## config.mk

```make
export PLATFORM = sky130hd
export DESIGN_NAME = top_chip_intr_ctrl
export DESIGN_NICKNAME = d
export VERILOG_FILES = /design/src/rtl/top_chip_intr_ctrl.sv
export SDC_FILE = /design/constraint.sdc
export NUM_CORES = 1
export LEC_CHECK = 0
export BUFFER_PORTS_ARGS = -buffer_cell sky130_fd_sc_hd__buf_2
export CAP_MARGIN = 20
export CORE_ASPECT_RATIO = 1.1
export CORE_UTILIZATION = 47
export CTS_BUF_LIST = sky130_fd_sc_hd__clkbuf_8
export CTS_CLUSTER_DIAMETER = 100
export CTS_CLUSTER_SIZE = 40
export DETAILED_ROUTE_END_ITERATION = 10
export PLACE_DENSITY = 0.87
export SYNTH_ARGS = -nofsm -noshare
export SYNTH_HDL_FRONTEND = slang
export SYNTH_SLANG_ARGS = --single-unit
```

## constraint.sdc

```tcl
create_clock -name clk_i -period 6.6 [get_ports clk_i]
set_input_delay 0 -clock clk_i [delete_from_list [all_inputs] [get_ports clk_i]]
set_output_delay 0 -clock clk_i [all_outputs]
set_load 0.03 [all_outputs]
```

## src/rtl/top_chip_intr_ctrl.sv

```systemverilog
// Prioritised interrupt controller: per-source edge/level capture, pending/active tracking,
// claim/complete handshake with edge re-pend, and fixed lowest-index-wins arbitration.
module top_chip_intr_ctrl #(
  parameter int                NumSrc  = 32,
  parameter logic [NumSrc-1:0] EdgeSrc = '0,
  parameter int                IdW     = $clog2(NumSrc)
) (
  input  logic              clk_i,
  input  logic              rst_i,
  input  logic [NumSrc-1:0] src_i,
  input  logic [NumSrc-1:0] enable_i,
  input  logic [NumSrc-1:0] clear_i,
  input  logic              claim_i,
  input  logic              complete_i,
  input  logic [IdW-1:0]    complete_id_i,
  output logic              irq_o,
  output logic [IdW-1:0]    irq_id_o,
  output logic [NumSrc-1:0] pending_o,
  output logic [NumSrc-1:0] active_o
);

  typedef enum logic [1:0] {
    StIdle    = 2'd0,
    StPending = 2'd1,
    StActive  = 2'd2
  } state_e;

  logic [NumSrc-1:0] src_q;
  logic [NumSrc-1:0] edge_det;
  logic [NumSrc-1:0] pend_vec;
  logic [NumSrc-1:0] act_vec;
  logic [NumSrc-1:0] claim_hit;
  logic [NumSrc-1:0] complete_hit;
  logic              irq_int;
  logic [IdW-1:0]    irq_id_int;

  always_ff @(posedge clk_i or posedge rst_i) begin
    if (rst_i) begin
      src_q <= '0;
    end else begin
      src_q <= src_i;
    end
  end

  assign edge_det = src_i & ~src_q;

  // Descending scan so the lowest enabled pending index is the last one written.
  always_comb begin
    irq_int    = 1'b0;
    irq_id_int = '0;
    for (int k = NumSrc - 1; k >= 0; k--) begin
      if (pend_vec[k] && enable_i[k]) begin
        irq_int    = 1'b1;
        irq_id_int = IdW'(k);
      end
    end
  end

  genvar gi;
  generate
    for (gi = 0; gi < NumSrc; gi++) begin : g_src
      state_e state_q, state_d;
      logic   repend_q, repend_d;
      logic   trig;

      assign trig              = EdgeSrc[gi] ? edge_det[gi] : src_i[gi];
      assign claim_hit[gi]     = claim_i & irq_int & (irq_id_int == IdW'(gi));
      // Out-of-range IDs can never match any source index, so they fall through harmlessly.
      assign complete_hit[gi]  = complete_i & (complete_id_i == IdW'(gi));
      assign pend_vec[gi]      = (state_q == StPending);
      assign act_vec[gi]       = (state_q == StActive);

      always_ff @(posedge clk_i or posedge rst_i) begin
        if (rst_i) begin
          state_q  <= StIdle;
          repend_q <= 1'b0;
        end else begin
          state_q  <= state_d;
          repend_q <= repend_d;
        end
      end

      always_comb begin
        state_d  = state_q;
        repend_d = repend_q;
        unique case (state_q)
          StIdle: begin
            if (trig) begin
              state_d = StPending;
            end
          end
          StPending: begin
            if (claim_hit[gi]) begin
              state_d = StActive;
            end else if (clear_i[gi] || (!EdgeSrc[gi] && !src_i[gi])) begin
              state_d = StIdle;
            end
          end
          StActive: begin
            if (complete_hit[gi]) begin
              repend_d = 1'b0;
              if (EdgeSrc[gi] ? (repend_q | edge_det[gi]) : src_i[gi]) begin
                state_d = StPending;
              end else begin
                state_d = StIdle;
              end
            end else if (EdgeSrc[gi]) begin
              if (edge_det[gi]) begin
                repend_d = 1'b1;
              end else if (clear_i[gi]) begin
                repend_d = 1'b0;
              end
            end
          end
          default: begin
            state_d  = StIdle;
            repend_d = 1'b0;
          end
        endcase
      end
    end
  endgenerate

  assign irq_o     = irq_int;
  assign irq_id_o  = irq_id_int;
  assign pending_o = pend_vec;
  assign active_o  = act_vec;

endmodule

```

==> flow_metrics.py <==
metrics = {
    "clocking": {
        "cts-buffers-inserted": 9,
        "cts.htree.levels": 3,
        "tritoncts": "built",
        "tritoncts_num_sinks": 64,
        "cts.path.max_buffers": 2,
        "clock_transition_time_at_the_flip_flop_clock_pins_of_the_worst_setup_and_hold_paths_ps": 70,
        "insertion_delay_ps": 350,
        "clockRootBuffer": "clkbuf_8",
    },
    "timing": {
        "worst_clock_skew_ps": 8.66,
        "final_hold_viol_count": 0,
        "fmax_mhz": 323,
        "min_period_ps": 3090,
        "max_slew.worst_pin.slew_ps": 830,
        "setup_tns_ps": 0,
        "setup_repair_after_global_routing_missed_its_margin": "false",
        "relSlewSlack": 0.447,
        "report.final.setup_viol": 0,
        "timing.final.max_slew_violations": 0,
        "post-route-period-util": 0.468,
    },
    "global_route": {
        "grt_start_max_net_pins": 65,
        "gr-usage-all-layers": 0.314,
        "wire_length_of_the_first_global_routing_pass_mm": 22.6,
        "first_global_vias": 4646,
        "initial_antenna_violation_count": 0,
        "congestion_overflow_gr": 0,
    },
    "yosys": {
        "cell_with_the_most_instances_after_synthesis": "nor2b_1",
        "synth_area_leaders": "dfrtp_1, nor2b_1, nand3b_1, o2bb2ai_1, a21oi_1",
        "postSynthAreaPerCell_um2": 9.24,
        "synth_nets": 558,
        "ys_seq_elements": 64,
        "synth.lib_cells_used.distinct": 50,
        "number_of_warning_messages_in_the_yosys_log": 0,
        "synthDominantAreaCellType": "dfrtp_1",
        "synth_top_cell_area_share": 0.383,
        "netlist_instances": 453,
        "synth.cell_area_um2": 4180,
        "ys.flop_type": "dfrtp_1",
        "ys_async_sr_fraction": 1.00,
        "synth.cells.most_frequent": "nor2b_1, dfrtp_1, nand2_1, a21oi_1, nand3b_1",
        "synth-seq-area-share": 0.383,
        "edff_count_synth": 0,
    },
    "power": {
        "power_density_nw_per_um2": 370,
        "leak_pwr_nw": 2.87,
        "power.switching_mw": 1.05,
        "totalPowerFinal_mw": 2.18,
        "share_clk_of_total_power": 0.168,
        "internal_power_mw": 1.12,
        "ir_worst_vdd_uv": 254,
        "sw_frac_of_total": 0.484,
        "power.share.combinational": 0.570,
        "p_seq_frac": 0.262,
    },
    "finish": {
        "max_flop_register": "g_src.state_q",
        "layout_top_registers": "g_src.state_q: 64 flops",
        "insertedDiodeCount": 0,
        "finish.utilization": 0.693,
        "finalNetCount": 788,
        "layout-drive-gt1-share": 0.313,
        "largest_register_ff_count": 64,
        "nFillCells": 679,
        "area_delta_synth_final_pct": 40.6,
    },
    "floorplan": {
        "die_h_um": 101,
        "rows": 35,
        "io_pins": 175,
        "core_area_um2": 8500,
        "initial_utilization": 0.492,
        "die_w_um": 92.0,
        "floorplan.die_area_um2": 9280,
    },
    "placed_design": {
        "place.gp.congestion": 0.895,
        "io_buffer_count": 174,
        "detailed_place_hpwl_mm": 10.6,
    },
    "drt": {
        "drtAntennaViolNets": 0,
        "route.detailed.wl_per_inst_um": 18.3,
        "detail_route.drc_violations": 0,
        "drtPass1Iterations": 5,
        "dr.first_iter.drc_count": 310,
        "detailroute.via_count": 4754,
        "wirelength_mm": 14.6,
        "drt-vias-per-instance": 5.95,
    },
    "setup_path": {
        "criticalPathCategory": "reg -> reg",
        "cp_max_fo": 9,
        "crit_family": "simple AND/OR/NAND/NOR gates",
        "cp_slowest_stage_delay_ps": 550,
        "worstPathCellList": "nand3b_4 > a32o_1 > a21oi_1 > or3b_4 > o21ai_4 > inv_4 > nor3_1 > o41ai_1 > dlygate4sd3_1",
        "end_kind": "register",
        "cp.buffers_inverters": 2,
        "timing.critical_path.from_type": "register",
        "worst_ep_required_time_ps": 6840,
        "critPathSlowestCell": "dlygate4sd3_1",
        "worst_ep_arrival_time_ps": 3330,
    },
    "run": {
        "maxCapViolations": 0,
    },
    "hold_path": {
        "min_path_type": "in -> reg",
    },
    "status": {
        "status": "completed",
    },
}
## power by group through the flow
stage | registers (mW) | clock network, mW | logic, mW
2_1_floorplan | 0.552 | 0 | 0.880
3_3_place_gp | 0.565 | 0 | 1.13
3_5_place_dp | 0.572 | 0 | 1.16
4_1_cts | 0.566 | 0.369 | 1.22
5_1_grt | 0.587 | 0.382 | 1.31
6_report | 0.570 | 0.367 | 1.24
## cells in the final DEF, fill, tap and decap left out, types with 3 or more instances in the layout
master and n:
a31oi_1 3, o221a_1 14, nand3_1 17, nand4_1 10, a21oi_1 35, o31ai_1 3, nor3_1 6, o21ai_0 4
nor2_1 17, dfrtp_1 64, o2bb2ai_1 25, a21o_1 5, a32o_1 5, dlygate4sd3_1 53, o221a_2 8, buf_2 174
nand2b_1 7, nand2_1 46, nand2_4 4, a211o_1 3, clkbuf_8 13, inv_1 7, nand3b_1 31, a21boi_0 5
nor2b_1 91, o41ai_1 3
## layout make-up
class,count,area (um^2),area share
repair buffers,228,1410,0.239
clock buffers,13,179,0.0304
well taps,111,139,0.0236
inverters,9,38.8,0.00659
multi-input cells,371,2480,0.421
flip-flops and latches,64,1600,0.272
clock inverters,3,38.8,0.00659
## metal layers
| layer | part of all wire | routed length [um] | track usage | vias to the layer above |
|---|---|---|---|---|
| li1 | - | - | - | 2153 |
| met1 | 0.41 | 5990 | 0.399 | 2306 |
| met2 | 0.49 | 7100 | 0.528 | 255 |
| met3 | 0.075 | 1100 | 0.0588 | 40 |
| met4 | 0.028 | 404 | 0.129 | 0 |
| met5 | 0 | 0 | 0 | - |
## path summary, 6_finish.rpt
| kind | from | to | slack, ps | cells after the start |
|---|---|---|---|---|
| worst max-delay path | g_src[16].state_q[1]$_DFFE_PP0P_ | g_src[18].state_q[0]$_DFFE_PP0P_ | 3510 | 9 |
| worst min-delay path | clear_i[20] | g_src[20].state_q[0]$_DFFE_PP0P_ | 5 | 3 |
| worst max register to register | g_src[16].state_q[1]$_DFFE_PP0P_ | g_src[18].state_q[0]$_DFFE_PP0P_ | 3510 | 9 |
| worst min register to register | g_src[31].state_q[0]$_DFFE_PP0P_ | g_src[31].state_q[1]$_DFFE_PP0P_ | 600 | 3 |
| max in group asynchronous | rst_i | g_src[21].state_q[0]$_DFFE_PP0P_ | 5610 | 4 |
| min in group asynchronous | rst_i | g_src[8].state_q[0]$_DFFE_PP0P_ | 430 | 4 |
## cells by family after synthesis
family / count (synthesis) / share of synthesized area
compound gates: 125 / 0.240
buf+inv: 18 / 0.0248
flops: 64 / 0.383
simple gates: 246 / 0.352
## worst reg2reg max path, stage by stage (launching register included)
cell and delay, ps:
dfrtp_1 420, nand3b_4 210, a32o_1 270, a21oi_1 190
or3b_4 420, o21ai_4 350, inv_4 140, nor3_1 310
o41ai_1 110, dlygate4sd3_1 550
## repair_timing
action	in CTS	in global routing
resized for setup	0	0
hold endpoints to repair	98	0
buffers inserted	0	0
hold buffers	53	0
## metrics by stage
stage | cells | area, um^2 | hold slack (ps) | setup WS, ps
2_1_floorplan | 453 | 4180 | 97.1 | 4250
6_report | 799 | 5880 | 5.18 | 3510
3_3_place_gp | 730 | 5140 | 183 | 4140
5_1_grt | 799 | 5880 | 9.81 | 3360
4_1_cts | 799 | 5880 | 0.0796 | 3550
3_5_place_dp | 730 | 5140 | 189 | 4090
(Power assumes the default switching activity.)
